File: src/rtl/mips_cpu_pkg.sv
// Shared CPU constants: default phase count, instruction phase ids and sequencer states.
package mips_cpu_pkg;

    localparam int DEFAULT_NUM_PHASES = 5;

    typedef enum logic [2:0] {
        PH_FETCH  = 3'd0,
        PH_DECODE = 3'd1,
        PH_EXEC   = 3'd2,
        PH_MEM    = 3'd3,
        PH_WB     = 3'd4
    } phase_id_e;

    typedef enum logic {
        ST_RUN    = 1'b0,
        ST_HALTED = 1'b1
    } seq_state_e;

endpackage

File: src/rtl/phase_sequencer_if.sv
// Control/status bundle between the pipeline controller (master) and the phase sequencer (slave).
interface phase_sequencer_if
    import mips_cpu_pkg::*;
#(
    parameter int NUM_PHASES = DEFAULT_NUM_PHASES
);
    localparam int PHASE_W = $clog2(NUM_PHASES);

    logic                  active;
    logic                  stall;
    logic [NUM_PHASES-1:0] skip_mask;
    logic                  halt_req;
    logic [PHASE_W-1:0]    phase;
    logic [NUM_PHASES-1:0] phase_onehot;
    logic                  instr_done;
    logic                  halted;
    logic [31:0]           instr_count;
    logic [31:0]           stall_count;

    modport master (
        output active, stall, skip_mask, halt_req,
        input  phase, phase_onehot, instr_done, halted, instr_count, stall_count
    );

    modport slave (
        input  active, stall, skip_mask, halt_req,
        output phase, phase_onehot, instr_done, halted, instr_count, stall_count
    );

endinterface

File: src/rtl/phase_next_sel.sv
// Combinational next-phase search: lowest unskipped phase above the current one, else wrap to fetch.
module phase_next_sel
    import mips_cpu_pkg::*;
#(
    parameter  int NUM_PHASES = DEFAULT_NUM_PHASES,
    localparam int PHASE_W    = $clog2(NUM_PHASES)
) (
    input  logic [PHASE_W-1:0]    phase,
    input  logic [NUM_PHASES-1:0] skip_mask,
    output logic [PHASE_W-1:0]    next_phase,
    output logic                  wrap
);

    // Fetch can never be skipped, so its mask bit is deliberately dropped.
    logic unused_skip0;
    assign unused_skip0 = skip_mask[0];

    // Scanning downward lets the lowest qualifying index win.
    always_comb begin
        next_phase = PHASE_W'(PH_FETCH);
        wrap       = 1'b1;
        for (int j = NUM_PHASES - 1; j >= 1; j--) begin
            if ((j > int'(phase)) && !skip_mask[j]) begin
                next_phase = PHASE_W'(j);
                wrap       = 1'b0;
            end
        end
    end

endmodule

File: src/rtl/phase_sequencer.sv
// Instruction phase sequencer with skip mask, sticky halt at instruction boundary and optional
// performance counters (enabled by defining PHASE_SEQ_PERF_EN).
module phase_sequencer
    import mips_cpu_pkg::*;
#(
    parameter int NUM_PHASES = DEFAULT_NUM_PHASES
) (
    input logic               clk,
    input logic               reset,
    phase_sequencer_if.slave  bus
);

    localparam int PHASE_W = $clog2(NUM_PHASES);

    logic [PHASE_W-1:0]    phase_q;
    logic [PHASE_W-1:0]    phase_d;
    logic [NUM_PHASES-1:0] onehot_q;
    logic [NUM_PHASES-1:0] onehot_d;
    seq_state_e            state_q;
    logic                  wrap;
    logic                  advance;
    logic                  instr_done;

    phase_next_sel #(
        .NUM_PHASES (NUM_PHASES)
    ) u_next_sel (
        .phase      (phase_q),
        .skip_mask  (bus.skip_mask),
        .next_phase (phase_d),
        .wrap       (wrap)
    );

    assign advance    = bus.active && !bus.stall && (state_q == ST_RUN);
    assign instr_done = !reset && advance && wrap;
    assign onehot_d   = NUM_PHASES'(1) << phase_d;

    // Decode is registered alongside the index so the one-hot output never glitches.
    always_ff @(posedge clk) begin
        if (reset) begin
            phase_q  <= PHASE_W'(PH_FETCH);
            onehot_q <= NUM_PHASES'(1);
            state_q  <= ST_RUN;
        end else if (advance) begin
            phase_q  <= phase_d;
            onehot_q <= onehot_d;
            if (wrap && bus.halt_req) begin
                state_q <= ST_HALTED;
            end
        end
    end

    assign bus.phase        = phase_q;
    assign bus.phase_onehot = onehot_q;
    assign bus.instr_done   = instr_done;
    assign bus.halted       = (state_q == ST_HALTED);

`ifdef PHASE_SEQ_PERF_EN
    logic [31:0] instr_cnt_q;
    logic [31:0] stall_cnt_q;

    // Both counters roll over naturally at 2^32.
    always_ff @(posedge clk) begin
        if (reset) begin
            instr_cnt_q <= 32'd0;
            stall_cnt_q <= 32'd0;
        end else begin
            if (instr_done) begin
                instr_cnt_q <= instr_cnt_q + 32'd1;
            end
            if (bus.active && bus.stall && (state_q == ST_RUN)) begin
                stall_cnt_q <= stall_cnt_q + 32'd1;
            end
        end
    end

    assign bus.instr_count = instr_cnt_q;
    assign bus.stall_count = stall_cnt_q;
`else
    assign bus.instr_count = 32'd0;
    assign bus.stall_count = 32'd0;
`endif

endmodule

File: src/flat_wrapper.sv
// flat-port wrapper written by rule: the top's interface ports become plain ports
module phase_sequencer_flat import mips_cpu_pkg::*;
#(
    parameter int NUM_PHASES = DEFAULT_NUM_PHASES
)
  (clk, reset, bus_active, bus_stall, bus_skip_mask, bus_halt_req, bus_phase, bus_phase_onehot, bus_instr_done, bus_halted, bus_instr_count, bus_stall_count);
  phase_sequencer_if #(.NUM_PHASES(NUM_PHASES)) bus_i ();
  input logic clk;
  input logic reset;
  input wire logic [$bits(bus_i.active)-1:0] bus_active;
  input wire logic [$bits(bus_i.stall)-1:0] bus_stall;
  input wire logic [$bits(bus_i.skip_mask)-1:0] bus_skip_mask;
  input wire logic [$bits(bus_i.halt_req)-1:0] bus_halt_req;
  output wire logic [$bits(bus_i.phase)-1:0] bus_phase;
  output wire logic [$bits(bus_i.phase_onehot)-1:0] bus_phase_onehot;
  output wire logic [$bits(bus_i.instr_done)-1:0] bus_instr_done;
  output wire logic [$bits(bus_i.halted)-1:0] bus_halted;
  output wire logic [$bits(bus_i.instr_count)-1:0] bus_instr_count;
  output wire logic [$bits(bus_i.stall_count)-1:0] bus_stall_count;
  assign bus_i.active = bus_active;
  assign bus_i.stall = bus_stall;
  assign bus_i.skip_mask = bus_skip_mask;
  assign bus_i.halt_req = bus_halt_req;
  assign bus_phase = bus_i.phase;
  assign bus_phase_onehot = bus_i.phase_onehot;
  assign bus_instr_done = bus_i.instr_done;
  assign bus_halted = bus_i.halted;
  assign bus_instr_count = bus_i.instr_count;
  assign bus_stall_count = bus_i.stall_count;
  phase_sequencer #(.NUM_PHASES(NUM_PHASES)) u_core (.clk(clk), .reset(reset), .bus(bus_i));
endmodule
File: config.mk
export PLATFORM = sky130hd
export DESIGN_NAME = phase_sequencer_flat
export DESIGN_NICKNAME = d
export VERILOG_FILES = /design/src/rtl/mips_cpu_pkg.sv /design/src/rtl/phase_sequencer_if.sv /design/src/rtl/phase_next_sel.sv /design/src/rtl/phase_sequencer.sv /design/src/flat_wrapper.sv
export SDC_FILE = /design/constraint.sdc
export NUM_CORES = 1
export LEC_CHECK = 0
export CORE_MARGIN = 3
export CORE_UTILIZATION = 25
export DETAILED_ROUTE_END_ITERATION = 16
export MAX_ROUTING_LAYER = met4
export PLACE_DENSITY_LB_ADDON = 0.25
export SETUP_SLACK_MARGIN = 0.05
export SLEW_MARGIN = 15
export SYNTH_ARGS = -nofsm -noshare
export SYNTH_HDL_FRONTEND = slang
export SYNTH_SLANG_ARGS = --single-unit
export TNS_END_PERCENT = 100
File: constraint.sdc
create_clock -name clk -period 1.31 [get_ports clk]
set_input_delay 0.262 -clock clk [delete_from_list [all_inputs] [get_ports clk]]
set_output_delay 0.262 -clock clk [all_outputs]
set_load 0.05 [all_outputs]
### Yosys cells after proc, flatten, opt, wreduce, memory -nomap -nowiden

Index checks and enable logic that the tools add are counted.
Widths: inputs -> output; s select.

* logic and storage cells: 33
* output and inout bits: 74
* input port bits: 10
* bits in registers: 9

* shift-type cells: 1
* mux-type cells: 8
* order comparisons: 4
* bitwise gates (word level): 1
* reductions and logical operators: 16

Operator list (count)
* $mux 3: 4
* $logic_and 1x1->1: 9
* $gt 2x3->1 const A: 2
* $logic_not 1->1: 6
* $shl 1x3->5 const A: 1
* $mux 1: 4
* $gt 1x3->1 const A: 1
* $gt 3x3->1 const A: 1
* $reduce_and 2->1: 1
* $not 1->1: 1

### Longest topological paths before layout

Gate-level depths: netlist of run 1.

* word-level depth: 8
* gate-level depth with buffers: 5
* depth with buffers taken out: 4

### Modules after synthesis

Synthesis of run 1 repeated with hierarchy kept, for this count alone.

* cell total of the unflattened synthesis: 121
* area, all modules: 944.7 um^2

Modules (own cells, without submodules)
* phase_sequencer: cells an instance 106, times used 1, area each 837.1 um^2, sequential area each 180.2 um^2
* phase_next_sel: cells an instance 15, times used 1, area each 107.6 um^2, sequential area each 0.0 um^2

### Least setup slack after synthesis of run 1

Ideal clock, no wire load.

* kind: reg-to-output
* start: reg u_core.phase_q[2] (netlist: u_core.bus.phase[2])
* end: out bus_instr_done
* required time: 1.048 ns
* arrival: 2.259 ns
* cell stages (with the launch flop): 6
* buffers on the path: 1
* path slack: -1.211 ns
* cell sequence: dfxtp_1 -> buf_2 -> nor2_1 -> nand2_1 -> o21ai_0 -> nor3_1

* cells in the longest elaborated chain, start to end: 7
* elaborated cells between the ends (all ways): 13
* those cells by class: 4 x order compare; 4 x mux; 5 x reduce/logical

RTL lines
* from (decl): RTL line phase_sequencer.sv:15 `logic [PHASE_W-1:0] phase_q;`
* from (signal assigned): RTL line phase_sequencer.sv:40 `phase_q <= PHASE_W'(PH_FETCH);`
* from (signal assigned): RTL line phase_sequencer.sv:44 `phase_q <= phase_d;`
* $gt 3x3->1: RTL line phase_next_sel.sv:23 `if ((j > int'(phase)) && !skip_mask[j]) begin`
* $logic_and 1x1->1: RTL line phase_next_sel.sv:23
* $mux 1 (3 in series): RTL line phase_next_sel.sv:23
* $mux 1 (*): RTL line phase_next_sel.sv:23
* $logic_and 1x1->1 (*): RTL line phase_sequencer.sv:34 `assign instr_done = !reset && advance && wrap;`
* to (decl): RTL line flat_wrapper.sv:16 `output wire logic [$bits(bus_i.instr_done)-1:0] bus_instr_done;`

Every way passes the cells marked *; elsewhere a longest branch is shown, timed or not.

### Worst setup path after layout of run 1

* start: reg u_core.state_q (netlist: u_core.bus.halted)
* end: out bus_instr_done

* cells in the longest elaborated chain, start to end: 4

RTL lines
* from (decl): RTL line phase_sequencer.sv:19 `seq_state_e state_q;`
* from (signal assigned): RTL line phase_sequencer.sv:42 `state_q <= ST_RUN;`
* from (signal assigned): RTL line phase_sequencer.sv:47 `state_q <= ST_HALTED;`
* $not 1->1: RTL line phase_sequencer.sv:33 `assign advance = bus.active && !bus.stall && (state_q == ST_RUN);`
* $logic_and 1x1->1: RTL line phase_sequencer.sv:33
* $logic_and 1x1->1 (2 in series): RTL line phase_sequencer.sv:34

Every way passes these cells.

==> run summary, run 1 <==
Leak = 0.609 nW
Crit path max fanout = 2
Initial cell density of the core = 26.1%
Worst IR drop on VDD = 341 uV
Clock Sinks = 9
Antenna diodes = 0
Num rows = 22
R2R Path Start = u_core.bus.halted
Crit path kind = flip-flop to output port
Post-Syn Area = 971 um^2
CTS H-Tree Depth = 1
WHS = 0.471 ns
Violated checks = setup timing
Slew Viols, Final = 0
Via density = 3.41
Hold buffers post-CTS = 0
GRT Util Overall = 7.19%
Gpl congestion = 0.773
CP endpoint = bus_instr_done
Longest Clk Path Bufs = 2
Worst setup path startpoint = u_core.bus.halted
Die Ht = 68.3 um
Drc violations = 0
Seq/Total Area, Yosys = 18.6%
Max Cap Viol = 0
# port buffers = 18
Hold Crit Class = input port to flip-flop
Clock latency on the worst-skew pair = 0.23 ns
Crit path time final = 1.57 ns
Capturing point of the worst reg2reg path = u_core.bus.phase_onehot[4]
DRT Wirelength = 1810 um
Clock-pin transition on the worst setup and hold timing paths = 0.05 ns
Worst Path Arrival = 1.30 ns
Outcome = complete, but fails checks
Flops & latches, synth = 9
Via count = 693
Critical path launch point type = flip-flop
Die Wd = 68.3 um
Crit. End Element = output port
GRT Residual Overflow = 0
P per Cell Area = 994 nW/um^2
DPL Wire Length = 1490 um
Fin area = 1280 um^2
Fin crit share = 120%
Cell variety after synth = 27
Area grow syn2layout = 31.4%
Fillers = 401
Maximum number of pins on one net before global-route repair = 12
Avg Inst Size Synth = 8.02 um^2
Cells on worst reg2reg path = 5
FMAX = 0.639 GHz
Ratio of cells with drive above 1 in the final layout = 29.7%
Clock Skew = 0.00406 ns
Initial antenna violation count = 0
Drt pass-1 iters = 4
Final hold violations = 0
First-pass GRT wire length = 2380 um
CTS Buf Count = 3
Total power = 0.00127 W
Fin worst setup slack = -0.256 ns
DP Area = 1180 um^2
CTS tree = done
# setup viols final = 3
Cells after synthesis = 121
Final net count = 166
DRT iter0 DRCs = 15
Ports = 84
Root buffer cell = clkbuf_8
Antenna viol nets, final = 0
Synth warn = 0
Die area = 4670 um^2
RSZ-0062 raised after global routing = true
WL/cell = 8.94 um
Core area = 3720 um^2
Worst reg-to-reg setup slack = -0.08 ns
WP data required = 1.05 ns
Vias in the first global route = 546
layout by cell type (no fill, tap or decap), drive strengths merged, types with 2 or more instances in the layout:
master / count
o21ai: 4
a21oi: 7
a211oi: 2
nor4: 2
nor3: 5
dlygate4sd2: 5
nor2: 4
nand2: 8
clkbuf: 4
conb: 64
nand2b: 2
dfxtp: 9
buf: 27
cells by family (layout without fill, tap and decap cells):
kind of cell / Yosys count / after routing / synth area share, %
buf+inv: 69 / 40 / 53.1
simple gates: 26 / 26 / 17.5
compound gates: 16 / 16 / 10.4
flops: 9 / 9 / 18.6
other cells: 1 / 64 / 0.386
worst max-delay path: stages (launching register included):
cell and delay (ns):
dfxtp_4 0.33, or3b_4 0.41, nor3_4 0.17, buf_12 0.16
synthesized netlist by cell type, drive strengths merged:
master / number / area, um^2
o22ai: 1 / 6.26
buf: 67 / 508
or3b: 1 / 11.3
nor2: 4 / 15.0
nor3: 5 / 30.0
a22oi: 1 / 12.5
dfxtp: 9 / 180
nand2: 8 / 30.0
conb: 1 / 3.75
o211ai: 1 / 7.51
nor3b: 1 / 7.51
a21oi: 7 / 35.0
clkbuf: 1 / 3.75
nor2b: 1 / 6.26
nand2b: 2 / 20.0
a211oi: 2 / 20.0
o21ai: 4 / 20.0
nand3: 1 / 5.00
or4bb: 1 / 11.3
nor4: 2 / 33.8
inv: 1 / 3.75
area by class of cell:
class                      instances  area [um^2]  share of cell area, %
sequential                         9          195                   15.3
clock buffer                       4         45.0                   3.53
inverter                           1         3.75                  0.294
tap                               48         60.1                   4.71
multi-input combinational        106          561                   43.9
timing repair buffer              35          412                   32.3
per-layer routing:
layer	routed length, um	vias up	GRT usage (%)
met4	13	0	2.23
met3	256	2	2.46
met1	588	307	7.53
met2	955	51	12.6
met5	0	-	-
li1	-	333	-
registers in the layout, indices dropped and copies added (netlist names):
name and count:
u_core.bus.phase_onehot 5, u_core.bus.halted 1, u_core.bus.phase 3
what timing repair did:
action / 4_1_cts / 5_1_grt
buffers inserted: 1 / 0
setup endpoints to repair: 10 / 8
pin swaps: 6 / 2
resized for setup: 12 / 6
worst min-delay path by stage:
| stage | endpoint | from | slack, ns | depth (start not counted) |
|---|---|---|---|---|
| 3_3_place_gp | u_core.bus.phase_onehot[2] | u_core.bus.phase_onehot[2] | 0.48 | 2 |
| 2_1_floorplan | u_core.bus.phase_onehot[1] | bus_skip_mask[1] | 0.43 | 3 |
| 6_report | u_core.bus.halted | reset | 0.47 | 3 |
| 4_1_cts | u_core.bus.phase_onehot[4] | u_core.bus.phase_onehot[4] | 0.50 | 2 |
| 3_5_place_dp | u_core.bus.phase_onehot[4] | u_core.bus.phase_onehot[4] | 0.49 | 2 |
| 5_1_grt | u_core.bus.halted | reset | 0.48 | 3 |
power breakdown:
group	leakage [nW]	internal, W	switching (W)	total, W
registers	0.0763	0.000281	0.0000129	0.000294
logic	0.510	0.000130	0.000519	0.000649
clock network	0.0228	0.000212	0.000113	0.000325
total	0.609	0.000624	0.000645	0.00127
metrics by stage:
step,setup TNS [ns],cells,worst slack (ns),util (%)
after global placement,-3.57,198,-0.476,31.9
after CTS,-0.456,203,-0.267,33.8
after global routing,-0.608,203,-0.297,34.3
final,-0.409,203,-0.256,34.3
after floorplan,-0.345,184,-0.345,-
after detailed placement,-3.83,198,-0.516,31.9
Note: power is estimated with default switching activity, not from simulation.
==> run 2, diff against run 1 <==
- PLACE_DENSITY: not set -> 0.64
- PLACE_DENSITY_LB_ADDON: 0.25 -> not set
==> run 2 against run 1 <==
The flow still finishes with violations (setup timing). First-iteration DRC count increased by 100%. Utilization increased by 1.8 points. Routed wire length increased by 3.6%. Register-to-register slack about the same. Largest power group unchanged.
==> run summary, run 2 (same netlist as run 1, synthesis figures left out) <==
GR peak layer = met2 (unchanged)
Antenna viol nets, final = 0 (unchanged)
Slew Viols, Final = 0 (unchanged)
Setup_tns = -0.394 ns (was -0.409 ns)
Fin worst setup slack = -0.245 ns (was -0.256 ns)
Critical path launch point type = flip-flop (unchanged)
RSZ-0062 raised after global routing = true (unchanged)
Initial antenna violation count = 0 (unchanged)
Final hold violations = 0 (unchanged)
Maximum number of pins on one net before global-route repair = 12 (unchanged)
Clock latency on the worst-skew pair = 0.23 ns (about the same)
CTS H-Tree Depth = 1 (unchanged)
Clock Sinks = 9 (unchanged)
Hold buffers post-CTS = 0 (unchanged)
FMAX = 0.643 GHz (was 0.639 GHz)
WL/cell = 9.03 um (was 8.94 um)
Area grow syn2layout = 38.1% (was 31.4%)
Die Ht = 68.3 um (unchanged)
First-pass GRT wire length = 2740 um (was 2380 um)
Fillers = 397 (was 401)
Drt pass-1 iters = 4 (unchanged)
Max reg flops = 5 (unchanged)
Commonest non-fill, non-tap cell in the layout = conb_1 (unchanged)
Fin area = 1340 um^2 (was 1280 um^2)
Clock-pin transition on the worst setup and hold timing paths = 0.05 ns (about the same)
Num rows = 22 (unchanged)
Crit path max fanout = 2 (unchanged)
Crit path kind = flip-flop to output port (unchanged)
Violated checks = setup timing (unchanged)
Core area = 3720 um^2 (unchanged)
Crit. End Element = output port (unchanged)
Most frequent cells in the layout = 64 x conb_1, 21 x buf_4, 10 x buf_12 (was 64 x conb_1, 15 x buf_4, 10 x buf_12)
WHS = 0.489 ns (was 0.471 ns)
Via count = 711 (was 693)
Root buffer cell = clkbuf_8 (unchanged)
Total power = 0.00130 W (was 0.00127 W)
Drc violations = 0 (unchanged)
Outcome = complete, but fails checks (unchanged)
Gpl congestion = 0.778 (was 0.773)
Met1 usage = 8.43% (was 7.53%)
DPL Wire Length = 1420 um (was 1490 um)
CTS Buf Count = 3 (unchanged)
Antenna diodes = 0 (unchanged)
Met2 usage = 14.3% (was 12.6%)
GRT Util Overall = 8.17% (was 7.19%)
CTS tree = done (unchanged)
Initial cell density of the core = 26.1% (unchanged)
Max Cap Viol = 0 (unchanged)
Ratio of cells with drive above 1 in the final layout = 35.6% (was 29.7%)
# port buffers = 18 (unchanged)
Die Wd = 68.3 um (unchanged)
Vias in the first global route = 621 (was 546)
P per Cell Area = 968 nW/um^2 (was 994 nW/um^2)
Crit path time final = 1.56 ns (was 1.57 ns)
Clock Skew = 0.00504 ns (was 0.00406 ns)
Die area = 4670 um^2 (unchanged)
GR Layer Usage met3 = 1.64% (was 2.46%)
Ports = 84 (unchanged)
Fin crit share = 119% (was 120%)
# setup viols final = 3 (unchanged)
CP cell instances = or3b_4 -> nor3_4 -> buf_12 (unchanged)
Hold Crit Class = flip-flop to flip-flop (was input port to flip-flop)
Place WS = -0.475 ns (was -0.516 ns)
Worst IR drop on VDD = 277 uV (was 341 uV)
CP max stage delay = 0.41 ns (about the same)
Leak = 0.644 nW (was 0.609 nW)
Slowest CP cell = or3b_4 (unchanged)
Via density = 3.42 (was 3.41)
Final net count = 171 (was 166)
Longest Clk Path Bufs = 2 (unchanged)
GRT Residual Overflow = 0 (unchanged)
DRT iter0 DRCs = 30 (was 15)
WP data required = 1.05 ns (about the same)
DP Area = 1200 um^2 (was 1180 um^2)
DRT Wirelength = 1880 um (was 1810 um)
Worst Path Arrival = 1.29 ns (was 1.30 ns)
-- run 2: cell types whose count changed in the layout (fill, tap and decap cells not counted), sizes merged --
cell and change:
buf +5, clkdlybuf4s15 -1, dlygate4sd2 +1
-- run 2: cell type report --
cell class,instances,area [um^2],share of cell area [%]
multi-input combinational,106,596,44.4
timing repair buffer,40,444,33.1
sequential,9,193,14.4
tap,48,60.1,4.48
clock buffer,4,45.0,3.36
inverter,1,3.75,0.280
-- run 2: worst max-delay path, delay by kind of cell (launching register included) --
family / cells / cell delay (ns)
buffers and inverters: 1 / 0.16
DFF: 1 / 0.33
and+or+nand+nor: 2 / 0.57
-- run 2: report_power, final --
| part | internal (W) | switching (W) |
|---|---|---|
| Combinational | 0.000151 | 0.000530 |
| Sequential | 0.000282 | 0.0000140 |
| Clock | 0.000212 | 0.000110 |
| Total | 0.000644 | 0.000654 |
-- run 2: repair_timing --
| item | in CTS | in global routing |
|---|---|---|
| resized for setup | 17 | 6 |
| endpoints found under the setup margin | 10 | 8 |
| pin swaps | 5 | 5 |
| buffers inserted | 4 | 1 |
-- run 2: per-stage QoR --
step           std cells  utilization (%)
2_1_floorplan        184                -
3_3_place_gp         200             32.3
3_5_place_dp         200             32.3
4_1_cts              208             35.3
5_1_grt              208             36.1
6_report             208             36.1
-- run 2: metal layers --
| metal | routed length [um] | vias to the layer above | part of all wire [%] |
|---|---|---|---|
| li1 | - | 342 | - |
| met1 | 617 | 313 | 33 |
| met2 | 978 | 49 | 52 |
| met3 | 224 | 7 | 12 |
| met4 | 58 | 0 | 3.1 |
| met5 | 0 | - | 0 |
-- run 2: worst paths after layout --
kind	cells after the start	to	from	slack, ns
min	2	u_core.bus.phase_onehot[2]	u_core.bus.phase_onehot[2]	0.49
max reg2reg	5	u_core.bus.phase_onehot[4]	u_core.bus.halted	-0.08
max	3	bus_instr_done	u_core.bus.halted	-0.25
min reg2reg	2	u_core.bus.phase_onehot[2]	u_core.bus.phase_onehot[2]	0.49
==> run 3, diff against run 2 <==
- CTS_BUF_LIST: not set -> sky130_fd_sc_hd__clkbuf_2 sky130_fd_sc_hd__clkbuf_4 sky130_fd_sc_hd__clkbuf_8
- CTS_CLUSTER_DIAMETER: not set -> 100
- PLACE_DENSITY: 0.64 -> 0.71
==> run 3 against run 2 <==
The flow still finishes with violations (setup timing). Critical path depth stayed put. Fmax increased by 0.21%. Routed wire length is 4.1% lower. Worst hold slack got worse by 0.010 ns. First-iteration DRC count fell by 50%. Combinational power decreased by 4.3%. Sequential share of layout area grew 0.75 points. Utilization is 1.3 points lower. Critical path type unchanged.
==> run summary, run 3 (same netlist as run 1, synthesis figures left out) <==
Outcome = complete, but fails checks (unchanged)
Violated checks = setup timing (unchanged)
Final net count = 167 (was 171)
Internal Power = 0.000645 W (was 0.000644 W)
Crit path max fanout = 2 (unchanged)
GRT Util Overall = 7.65% (was 8.17%)
Ports = 84 (unchanged)
Final hold violations = 0 (unchanged)
Root buffer cell = clkbuf_8 (unchanged)
DRT Wirelength = 1800 um (was 1880 um)
Inst Count DP = 196 (was 200)
Sw Share = 49.9% (was 50.4%)
GRT Residual Overflow = 0 (unchanged)
CTS Buf Count = 3 (unchanged)
Vias in the first global route = 574 (was 621)
RSZ-0062 raised after global routing = true (unchanged)
Via density = 3.33 (was 3.42)
CTS tree = done (unchanged)
Drt pass-1 iters = 4 (unchanged)
Core area = 3720 um^2 (unchanged)
Die Wd = 68.3 um (unchanged)
Slew Viols, Final = 0 (unchanged)
Maximum number of pins on one net before global-route repair = 9 (was 12)
Sw Pwr = 0.000643 W (was 0.000654 W)
Longest Clk Path Bufs = 2 (unchanged)
Antenna diodes = 0 (unchanged)
Fin crit share = 118% (was 119%)
Area grow syn2layout = 33.0% (was 38.1%)
Num rows = 22 (unchanged)
Fin worst setup slack = -0.242 ns (was -0.245 ns)
Crit path time final = 1.55 ns (was 1.56 ns)
Clock power frac = 26.4% (was 24.8%)
Antenna viol nets, final = 0 (unchanged)
Hold Crit Class = input port to flip-flop (was flip-flop to flip-flop)
CTS H-Tree Depth = 1 (unchanged)
Crit. End Element = output port (unchanged)
Initial antenna violation count = 0 (unchanged)
Worst Path Arrival = 1.29 ns (about the same)
Commonest non-fill, non-tap cell in the layout = conb_1 (unchanged)
Total power = 0.00129 W (was 0.00130 W)
Most frequent cells in the layout = 64 x conb_1, 17 x buf_4, 10 x buf_12 (was 64 x conb_1, 21 x buf_4, 10 x buf_12)
P per Cell Area = 997 nW/um^2 (was 968 nW/um^2)
Max reg flops = 5 (unchanged)
WL/cell = 8.83 um (was 9.03 um)
FMAX = 0.644 GHz (was 0.643 GHz)
Initial cell density of the core = 26.1% (unchanged)
Die Ht = 68.3 um (unchanged)
Via count = 680 (was 711)
Crit path kind = flip-flop to output port (unchanged)
DRT iter0 DRCs = 15 (was 30)
Fillers = 416 (was 397)
# port buffers = 18 (unchanged)
Comb pwr share = 50.6% (was 52.4%)
DPL Wire Length = 1460 um (was 1420 um)
Die area = 4670 um^2 (unchanged)
Gpl congestion = 0.873 (was 0.778)
# setup viols final = 8 (was 3)
Leak = 0.605 nW (was 0.644 nW)
Ratio of cells with drive above 1 in the final layout = 33.3% (was 35.6%)
Clock latency on the worst-skew pair = 0.23 ns (about the same)
Clock Skew = 0.00192 ns (was 0.00504 ns)
Max Cap Viol = 0 (unchanged)
First-pass GRT wire length = 2570 um (was 2740 um)
Seq pwr share = 22.9% (was 22.8%)
WP data required = 1.05 ns (about the same)
Drc violations = 0 (unchanged)
Clock-pin transition on the worst setup and hold timing paths = 0.04 ns (was 0.05 ns)
Worst IR drop on VDD = 284 uV (was 277 uV)
Post-route non-filler standard cell count = 204 (was 208)
Critical path launch point type = flip-flop (unchanged)
WHS = 0.478 ns (was 0.489 ns)
Clock Sinks = 9 (unchanged)
==> run 3: metal layers <==
| layer | vias to the layer above | part of all wire (%) | wire [um] | GRT usage, % |
|---|---|---|---|---|
| met2 | 46 | 50 | 906 | 12.2 |
| li1 | 337 | - | - | - |
| met5 | - | 0 | 0 | - |
| met4 | 0 | 1.1 | 19 | 4.47 |
| met3 | 2 | 11 | 202 | 1.48 |
| met1 | 295 | 37 | 673 | 8.93 |
==> run 3: path summary, 6_finish.rpt <==
path | startpoint | cells after the start | slack (ns) | end
worst max-delay path | u_core.bus.halted | 3 | -0.24 | bus_instr_done
worst min-delay path | bus_stall | 3 | 0.48 | u_core.bus.halted
worst max register to register | u_core.bus.halted | 6 | -0.18 | u_core.bus.phase[2]
worst min register to register | u_core.bus.phase_onehot[1] | 2 | 0.51 | u_core.bus.phase_onehot[1]
==> run 3: what timing repair did <==
item,4_1_cts,5_1_grt
pin swaps,6,3
setup buffers,3,1
resized for setup,14,6
hold buffers,0,0
setup endpoints to repair,10,10
==> run 3: final cells by class <==
class / instances / area, um^2 / area share (%)
clock buffer: 4 / 48.8 / 3.78
inverter: 1 / 3.75 / 0.291
multi-input combinational: 106 / 568 / 44.0
sequential: 9 / 195 / 15.1
tap: 48 / 60.1 / 4.65
timing repair buffer: 36 / 415 / 32.2
==> run 3: metrics by stage <==
step | setup TNS [ns] | worst slack, ns | util (%) | area, um^2
floorplan | -0.345 | -0.345 | - | 1240
global placement | -3.41 | -0.466 | 31.4 | 1170
detailed placement | -3.61 | -0.480 | 31.4 | 1170
CTS | -0.831 | -0.257 | 33.8 | 1260
global route | -1.38 | -0.300 | 34.7 | 1290
finish | -0.920 | -0.242 | 34.7 | 1290
==> run 3: power groups by stage <==
stage / combinational [W] / sequential, W / clock, W
after floorplan: 0.000622 / 0.000333 / 0
after global placement: 0.000621 / 0.000300 / 0
after detailed placement: 0.000623 / 0.000301 / 0
after CTS: 0.000635 / 0.000297 / 0.000355
after global routing: 0.000683 / 0.000297 / 0.000370
final: 0.000652 / 0.000296 / 0.000340
==> run 3: critical path, stage by stage (launching register included) <==
cell	delay, ns
dfxtp_4	0.33
or3b_4	0.41
nor3_4	0.16
buf_12	0.16
